$ cat config.mk
export PLATFORM = sky130hd
export DESIGN_NAME = imem_load_ctrl_flat
export DESIGN_NICKNAME = d
export VERILOG_FILES = /design/src/rtl/imem_load_ctrl_pkg.sv /design/src/rtl/imem_load_ctrl_if.sv /design/src/rtl/imem_load_ctrl.sv /design/src/flat_wrapper.sv
export SDC_FILE = /design/constraint.sdc
export NUM_CORES = 1
export LEC_CHECK = 0
export CAP_MARGIN = 20
export CORE_MARGIN = 2
export CORE_UTILIZATION = 36
export DETAILED_ROUTE_END_ITERATION = 10
export GPL_ROUTABILITY_DRIVEN = 1
export PLACE_DENSITY = 0.91
export SKIP_LAST_GASP = 1
export SLEW_MARGIN = 5
export SYNTH_ARGS = -nofsm -noshare
export SYNTH_HDL_FRONTEND = slang
export SYNTH_SLANG_ARGS = --single-unit
$ cat constraint.sdc
create_clock -name clk -period 3.4 [get_ports clk]
set_input_delay 0.51 -clock clk [delete_from_list [all_inputs] [get_ports clk]]
set_output_delay 0.51 -clock clk [all_outputs]
set_load 0.1 [all_outputs]
$ cat src/rtl/imem_load_ctrl_pkg.sv
// Shared types and defaults for the instruction-memory load controller.
// Address helper maps a word index to a byte address above a base.
package imem_ctrl_pkg;

  localparam int          INST_W         = 32;
  localparam int          DEF_IMEM_DEPTH = 128;
  localparam logic [31:0] DEF_BASE_ADDR  = 32'h0;
  localparam logic [31:0] DEF_RESET_PC   = 32'h0;
  localparam int          DEF_CNT_W      = $clog2(DEF_IMEM_DEPTH + 1);

  typedef enum logic [1:0] {
    IDLE  = 2'd0,
    LOAD  = 2'd1,
    FETCH = 2'd2
  } state_e;

  function automatic logic [31:0] word_addr(input logic [31:0] base, input logic [31:0] idx);
    return base + (idx << 2);
  endfunction

endpackage

$ cat src/rtl/imem_load_ctrl_if.sv
// Boot-stream, IF-stage and instruction-memory signals of the load controller.
// slave is the controller's view; master is the surrounding system's view.
interface imem_load_ctrl_if
  import imem_ctrl_pkg::*;
#(
  parameter int CNT_W = DEF_CNT_W
);

  logic              boot_start;
  logic [CNT_W-1:0]  boot_len;
  logic              boot_abort;
  logic              wr_valid;
  logic [INST_W-1:0] wr_data;
  logic              wr_ready;
  logic [31:0]       core_pc;
  logic              core_pcwrite;
  logic              core_stall;
  logic [31:0]       mem_pc;
  logic              mem_pcwrite;
  logic              mem_write_en;
  logic [INST_W-1:0] mem_wdata;
  logic              boot_done;
  logic              boot_err;

  modport slave (
    input  boot_start, boot_len, boot_abort, wr_valid, wr_data, core_pc, core_pcwrite,
    output wr_ready, core_stall, mem_pc, mem_pcwrite, mem_write_en, mem_wdata,
           boot_done, boot_err
  );

  modport master (
    output boot_start, boot_len, boot_abort, wr_valid, wr_data, core_pc, core_pcwrite,
    input  wr_ready, core_stall, mem_pc, mem_pcwrite, mem_write_en, mem_wdata,
           boot_done, boot_err
  );

endinterface

$ cat src/rtl/imem_load_ctrl.sv
// Owns the instruction-memory port: IF pass-through when idle, streamed image load then RESET_PC refetch.
// Memory-side outputs are combinational (memory registers them); wr_ready is held low when idle, fetching or aborting.
module imem_load_ctrl
  import imem_ctrl_pkg::*;
#(
  parameter int          IMEM_DEPTH = DEF_IMEM_DEPTH,
  parameter logic [31:0] BASE_ADDR  = DEF_BASE_ADDR,
  parameter logic [31:0] RESET_PC   = DEF_RESET_PC
) (
  input  logic           clk,
  input  logic           rstn,
  imem_load_ctrl_if.slave bus
);

  localparam int CNT_W = $clog2(IMEM_DEPTH + 1);

  state_e           state_q, state_d;
  logic [CNT_W-1:0] wcnt_q, wcnt_d;
  logic [CNT_W-1:0] len_q, len_d;
  logic             boot_done_q, boot_done_d;
  logic             boot_err_q, boot_err_d;

  logic             len_ok;
  logic             accept;
  logic             last_word;

  logic              wr_ready;
  logic              core_stall;
  logic [31:0]       mem_pc;
  logic              mem_pcwrite;
  logic              mem_write_en;
  logic [INST_W-1:0] mem_wdata;

  assign len_ok    = (bus.boot_len != '0) && (bus.boot_len <= CNT_W'(IMEM_DEPTH));
  // Abort takes priority over a word offered in the same cycle.
  assign accept    = (state_q == LOAD) && bus.wr_valid && !bus.boot_abort;
  assign last_word = (wcnt_q == len_q - CNT_W'(1));

  always_ff @(posedge clk or negedge rstn) begin
    if (!rstn) begin
      state_q     <= IDLE;
      wcnt_q      <= '0;
      len_q       <= '0;
      boot_done_q <= 1'b0;
      boot_err_q  <= 1'b0;
    end else begin
      state_q     <= state_d;
      wcnt_q      <= wcnt_d;
      len_q       <= len_d;
      boot_done_q <= boot_done_d;
      boot_err_q  <= boot_err_d;
    end
  end

  always_comb begin
    state_d     = state_q;
    wcnt_d      = wcnt_q;
    len_d       = len_q;
    boot_done_d = 1'b0;
    boot_err_d  = boot_err_q;
    case (state_q)
      IDLE: begin
        if (bus.boot_start) begin
          if (len_ok) begin
            len_d      = bus.boot_len;
            wcnt_d     = '0;
            boot_err_d = 1'b0;
            state_d    = LOAD;
          end else begin
            boot_err_d = 1'b1;
          end
        end
      end
      LOAD: begin
        if (bus.boot_abort) begin
          boot_err_d = 1'b1;
          state_d    = IDLE;
        end else if (bus.wr_valid) begin
          wcnt_d = wcnt_q + CNT_W'(1);
          if (last_word) state_d = FETCH;
        end
      end
      FETCH: begin
        state_d = IDLE;
        if (bus.boot_abort) boot_err_d  = 1'b1;
        else                boot_done_d = 1'b1;
      end
      default: state_d = IDLE;
    endcase
  end

  always_comb begin
    wr_ready     = 1'b0;
    core_stall   = 1'b0;
    mem_pc       = bus.core_pc;
    mem_pcwrite  = bus.core_pcwrite;
    mem_write_en = 1'b0;
    mem_wdata    = '0;
    case (state_q)
      LOAD: begin
        core_stall   = 1'b1;
        wr_ready     = !bus.boot_abort;
        mem_pc       = word_addr(BASE_ADDR, 32'(wcnt_q));
        mem_pcwrite  = accept;
        mem_write_en = accept;
        mem_wdata    = accept ? bus.wr_data : '0;
      end
      FETCH: begin
        core_stall  = 1'b1;
        mem_pc      = RESET_PC;
        mem_pcwrite = 1'b1;
      end
      default: ;
    endcase
  end

  assign bus.wr_ready     = wr_ready;
  assign bus.core_stall   = core_stall;
  assign bus.mem_pc       = mem_pc;
  assign bus.mem_pcwrite  = mem_pcwrite;
  assign bus.mem_write_en = mem_write_en;
  assign bus.mem_wdata    = mem_wdata;
  assign bus.boot_done    = boot_done_q;
  assign bus.boot_err     = boot_err_q;

endmodule
$ cat src/flat_wrapper.sv
// flat-port wrapper written by rule: the top's interface ports become plain ports
module imem_load_ctrl_flat import imem_ctrl_pkg::*;
#(
  parameter int          IMEM_DEPTH = DEF_IMEM_DEPTH,
  parameter logic [31:0] BASE_ADDR  = DEF_BASE_ADDR,
  parameter logic [31:0] RESET_PC   = DEF_RESET_PC
)
  (clk, rstn, bus_boot_start, bus_boot_len, bus_boot_abort, bus_wr_valid, bus_wr_data, bus_core_pc, bus_core_pcwrite, bus_wr_ready, bus_core_stall, bus_mem_pc, bus_mem_pcwrite, bus_mem_write_en, bus_mem_wdata, bus_boot_done, bus_boot_err);
  imem_load_ctrl_if bus_i ();
  input  logic clk;
  input  logic rstn;
  input wire logic [$bits(bus_i.boot_start)-1:0] bus_boot_start;
  input wire logic [$bits(bus_i.boot_len)-1:0] bus_boot_len;
  input wire logic [$bits(bus_i.boot_abort)-1:0] bus_boot_abort;
  input wire logic [$bits(bus_i.wr_valid)-1:0] bus_wr_valid;
  input wire logic [$bits(bus_i.wr_data)-1:0] bus_wr_data;
  input wire logic [$bits(bus_i.core_pc)-1:0] bus_core_pc;
  input wire logic [$bits(bus_i.core_pcwrite)-1:0] bus_core_pcwrite;
  output wire logic [$bits(bus_i.wr_ready)-1:0] bus_wr_ready;
  output wire logic [$bits(bus_i.core_stall)-1:0] bus_core_stall;
  output wire logic [$bits(bus_i.mem_pc)-1:0] bus_mem_pc;
  output wire logic [$bits(bus_i.mem_pcwrite)-1:0] bus_mem_pcwrite;
  output wire logic [$bits(bus_i.mem_write_en)-1:0] bus_mem_write_en;
  output wire logic [$bits(bus_i.mem_wdata)-1:0] bus_mem_wdata;
  output wire logic [$bits(bus_i.boot_done)-1:0] bus_boot_done;
  output wire logic [$bits(bus_i.boot_err)-1:0] bus_boot_err;
  assign bus_i.boot_start = bus_boot_start;
  assign bus_i.boot_len = bus_boot_len;
  assign bus_i.boot_abort = bus_boot_abort;
  assign bus_i.wr_valid = bus_wr_valid;
  assign bus_i.wr_data = bus_wr_data;
  assign bus_i.core_pc = bus_core_pc;
  assign bus_i.core_pcwrite = bus_core_pcwrite;
  assign bus_wr_ready = bus_i.wr_ready;
  assign bus_core_stall = bus_i.core_stall;
  assign bus_mem_pc = bus_i.mem_pc;
  assign bus_mem_pcwrite = bus_i.mem_pcwrite;
  assign bus_mem_write_en = bus_i.mem_write_en;
  assign bus_mem_wdata = bus_i.mem_wdata;
  assign bus_boot_done = bus_i.boot_done;
  assign bus_boot_err = bus_i.boot_err;
  imem_load_ctrl #(.IMEM_DEPTH(IMEM_DEPTH), .BASE_ADDR(BASE_ADDR), .RESET_PC(RESET_PC)) u_core (.clk(clk), .rstn(rstn), .bus(bus_i));
endmodule
# Word-level counts from Yosys, hierarchy flattened
# Cells that the tools add are included.
dict set report word_totals {
  reg_bits 20
  mem_bits_ro 0
  n_memories 0
  ramBits 0
  latchBits 0
}
dict set report classes {
  n_div 0
  bitwise 0
  n_shift 0
  mul 0
  reduce_logical 13
  add_sub_neg 2
  n_eq_ne 10
  n_mux 24
  n_lt_le_gt_ge 1
}
# operator count
set op_table {}
lappend op_table {{$mux W32} 2}
lappend op_table {{$pmux W32 S2} 1}
lappend op_table {{$mux W8} 4}
lappend op_table {{$pmux W8 S2} 1}
lappend op_table {{$mux W2} 5}
lappend op_table {{$add A8 B1 Y8 const B} 1}
lappend op_table {{$eq A8 B8 Y1} 1}
lappend op_table {{$le A8 B8 Y1 const B} 1}
lappend op_table {{$mux W1} 8}
lappend op_table {{$reduce_bool A8 Y1} 1}
lappend op_table {{$sub A8 B1 Y8 const B} 1}
lappend op_table {{$ne A2 B2 Y1 const B} 3}
lappend op_table {{$reduce_and A3 Y1} 2}
lappend op_table {{$reduce_and A5 Y1} 1}
lappend op_table {{$ne A2 B1 Y1 const B} 2}
lappend op_table {{$pmux W1 S2} 2}
lappend op_table {{$pmux W2 S2} 1}
lappend op_table {{$reduce_and A4 Y1} 1}
lappend op_table {{$reduce_bool A2 Y1} 2}
lappend op_table {{$logic_and A1 B1 Y1} 3}
lappend op_table {{$ne A3 B2 Y1 const B} 1}
lappend op_table {{$ne A3 B3 Y1 const B} 1}
lappend op_table {{$eq A2 B1 Y1 const B} 1}
lappend op_table {{$eq A2 B2 Y1 const B} 1}
lappend op_table {{other kinds (3)} 3}

# Depth between registers and ports, before layout
dict set report logic_depth {
  ltp_word 6
  depth_mapped 8
}

# Worst setup path before layout
# Ideal clock, no wire load.
dict set report synth_path {
  path_kind {register to output}
  start {register u_core.state_q[0]}
  end {output bus_mem_pc[8]}
  path_buffers 1
  t_arrival_ns 3.570
  path_slack_ns -0.680
  path_stages_with_launch 5
  path_cell_list {dfrtp_1 > inv_1 > ha_1 > clkbuf_1 > o21ai_0}
}
dict set report synth_via {
  elab_chain_cells 2
  elab_cells_between_ends 3
}
# element line
set synth_lines {}
lappend synth_lines {{start, declared} imem_load_ctrl.sv:17} ;# state_e state_q, state_d;
lappend synth_lines {{start signal, assigned} imem_load_ctrl.sv:47} ;# state_q <= state_d;
lappend synth_lines {{$eq A2 B2 Y1 / $eq A2 B1 Y1 (equally long branches)} imem_load_ctrl.sv:99} ;# case (state_q)
lappend synth_lines {{$pmux W32 S2 (*)} imem_load_ctrl.sv:99}
lappend synth_lines {{end, declared} flat_wrapper.sv:21} ;# output wire logic [$bits(bus_i.mem_pc)-1:0] bus_mem_pc;
# Every way passes the cells marked *; elsewhere a longest branch is shown, timed or not.

# Worst setup path in the final report
dict set report layout_path {
  start {register u_core.state_q[1]}
  end {output bus_mem_pcwrite}
}
dict set report layout_via {
  elab_chain_cells 4
  elab_cells_between_ends 5
}
# element line
set layout_lines {}
lappend layout_lines {{$eq A2 B1 Y1} {imem_load_ctrl.sv:36, imem_load_ctrl.sv:99}}
lappend layout_lines {{$logic_and A1 B1 Y1 (2 in a row)} imem_load_ctrl.sv:36} ;# assign accept = (state_q == LOAD) && bus.wr_valid && !bus.boot_abort;
lappend layout_lines {{$pmux W1 S2 (*)} imem_load_ctrl.sv:99}
lappend layout_lines {{end, declared} flat_wrapper.sv:22} ;# output wire logic [$bits(bus_i.mem_pcwrite)-1:0] bus_mem_pcwrite;
# Marked as above.

==> flow_metrics.env <==
export IMPL_rows=25
export IMPL_synth_async_sr_flop_share=1.00
export IMPL_regToRegStartpoint="u_core.state_q[1]$_DFFE_PN0P_"
export IMPL_power_leakage_nw=1.70
export IMPL_setup_worst_path_start="u_core.state_q[1]$_DFFE_PN0P_"
export IMPL_grt_pass1_wl_mm=9.14
export IMPL_cts_tree="built"
export IMPL_syn_num_nets=299
export IMPL_grt_start_max_net_pins=38
export IMPL_start_kind="flip-flop"
export IMPL_ys_seq_elements=20
export IMPL_slew_limit_headroom=0.334
export IMPL_hold_path_class="flip-flop to flip-flop"
export IMPL_clockBufferDepth=2
export IMPL_final_fill_count=310
export IMPL_grt_util_all_layers=0.211
export IMPL_core_area_mm2=0.00475
export IMPL_yosysMostFrequentCell="and3_1"
export IMPL_endpoint_kind="primary output"
export IMPL_cp_max_fo=37
export IMPL_fin_hold_ws_ns=0.533
export IMPL_num_antenna_cells=0
export IMPL_fin_nets=440
export IMPL_io_pins=148
export IMPL_criticalPathCategory="flip-flop to primary output"
export IMPL_path_clk_slew_ns=0.07
export IMPL_drv_cap=0
export IMPL_yosys_warnings=0
export IMPL_placed_cell_area_mm2=0.00368
export IMPL_wl_per_cell_um=15.5
export IMPL_drcViolationCount=0
export IMPL_rsz0062_at_grt="no"
export IMPL_cts_setup_buffers=0
export IMPL_drt_pass1_iter_count=5
export IMPL_status="finished clean"
export IMPL_synth_area_top_cells="dfrtp_1, and3_1, nor2b_1, mux2_2, a22o_1"
export IMPL_yosys_area_top_type="dfrtp_1"
export IMPL_die_w_um=74.6
export IMPL_finalCriticalPeriod_ns=2.89
export IMPL_synth_cells=216
export IMPL_syn_cell_area_mm2=0.00180
export IMPL_irDropWorstVdd_mv=0.510
export IMPL_cts_sinks=20
export IMPL_postCtsResizedCells=0
export IMPL_ys_flop_type="dfrtp_1"
export IMPL_cts_buffers=3
export IMPL_wl_mm=6.55
export IMPL_hold_path_startpoint="u_core.len_q[7]$_DFFE_PN0P_"
export IMPL_fin_util=0.786
export IMPL_first_iter_violations=114
export IMPL_synth_edf_count=0
export IMPL_fmax_ghz=0.346
export IMPL_dpl_hpwl_mm=5.45
export IMPL_period_share=0.850
export IMPL_worst_slew_pin_slew_ns=0.995
export IMPL_setup_viol=0
export IMPL_avgSynthCellArea_um2=8.32
export IMPL_grt_ovfl_total=0
export IMPL_port_buffers=147
export IMPL_clock_latency_ns=0.26
export IMPL_antenna_left=0
export IMPL_yosysTopAreaCellShare=0.279
export IMPL_postCtsHoldBufs=0
export IMPL_power_density_mw_per_mm2=731
export IMPL_grt_pass1_vias=1987
export IMPL_ys_seq_area_frac=0.279
export IMPL_h_tree_depth=1
export IMPL_drive_gt1_frac=0.258
export IMPL_dieArea_mm2=0.00557
export IMPL_vias_per_cell=5.09
export IMPL_dr_total_vias=2154
export IMPL_fin_skew_ns=0.00391
export IMPL_netlist_top_cells_count="and3_1, nor2b_1, dfrtp_1, clkbuf_1, a22o_1"
export IMPL_die_h_um=74.6
export IMPL_synth_distinct_cells=39
export IMPL_clockRootBuffer="clkbuf_8"
export IMPL_hold_viol=0
export IMPL_antenna_found_initial=0
export IMPL_final_max_slew_violation_count=0
export IMPL_cp_arrival_ns=2.38
export IMPL_initial_core_util=0.378
export IMPL_worstPathRequired_ns=2.89
export IMPL_syn_to_final_growth_pct=108
export IMPL_place_congestion=0.813
export IMPL_finalInstanceArea_mm2=0.00373
[sequential cells by signal (all words and copies together), names as in the netlist]
signal	count
u_core.state_q	2
u_core.bus.boot_done	1
u_core.wcnt_q	8
u_core.len_q	8
u_core.bus.boot_err	1
[logic make-up after synthesis]
family,after synthesis,synth area share
buffers and inverters,23,0.0487
and+or+nand+nor,109,0.373
adders and majority gates,5,0.0348
DFF,20,0.279
muxes,11,0.0669
xor gates and xnor gates,12,0.0585
AOI/OAI and AO/OA,36,0.140
[worst max-delay path, cell delays in order, from the launching register on]
cell	delay (ns)
dfrtp_1	0.40
inv_1	0.10
ha_1	0.39
nor2b_1	0.21
buf_4	0.32
and2_1	0.26
nor2_1	0.07
a21oi_2	0.18
buf_12	0.19
[per-layer routing]
metal	wire [um]	part of all wire	up-vias	global-route usage
li1	-	-	1045	-
met1	2360	0.36	997	0.237
met2	3490	0.53	102	0.396
met3	612	0.093	10	0.0710
met4	86	0.013	0	0.0298
met5	0	0	-	0
[worst paths after layout]
kind	slack [ns]	depth (start not counted)	end
worst max-delay path	0.51	8	bus_mem_pcwrite
worst min-delay path	0.53	1	u_core.len_q[7]$_DFFE_PN0P_
worst max register to register	1.32	6	u_core.wcnt_q[3]$_DFFE_PN0P_
worst min register to register	0.53	1	u_core.len_q[7]$_DFFE_PN0P_
max in group asynchronous	2.10	1	u_core.state_q[0]$_DFFE_PN0P_
min in group asynchronous	0.75	1	u_core.wcnt_q[1]$_DFFE_PN0P_
[placed cells by master, fill, tap and decap left out, types with 2 or more instances in the layout]
master           instances
o21ai_0                  5
clkbuf_8                 4
and2_1                   3
and3_1                  35
nand4_1                  3
a22o_1                  10
nor2b_1                 27
a21oi_1                  8
nor3_1                   3
xnor2_1                  6
ha_1                     5
inv_1                    9
nand2b_1                 6
mux2i_1                  3
nor2_1                   8
clkdlybuf4s50_1         79
buf_12                  42
o211a_1                  2
nand3_1                  6
nor3_2                   2
buf_4                   29
xor2_1                   6
mux2_2                   8
o21ai_1                  3
nand2_1                  8
dfrtp_1                 20
[per-stage QoR]
stage | TNS, ns | setup slack (ns) | instances | power, mW
floorplan | -1.02 | -0.102 | 216 | 1.94
global placement | 0 | 0.846 | 419 | 2.51
detailed placement | 0 | 0.734 | 419 | 2.56
CTS | 0 | 0.505 | 423 | 2.74
global route | 0 | 0.369 | 423 | 2.84
finish | 0 | 0.509 | 423 | 2.73
[power by group]
group	internal, mW	switching (mW)	total, mW
clock	0.103	0.0748	0.178
combinational	0.647	1.50	2.15
sequential	0.305	0.0983	0.403
[area by class of cell]
class | count | area, um^2 | share of cell area
Timing Repair Buffer | 150 | 1850 | 0.495
Multi-Input combinational cell | 173 | 1210 | 0.325
Sequential cell | 20 | 500 | 0.134
Tap cell | 67 | 83.8 | 0.0224
Clock buffer | 4 | 55.1 | 0.0147
Inverter | 9 | 33.8 | 0.00905
Note: power is estimated with default switching activity, not from simulation.
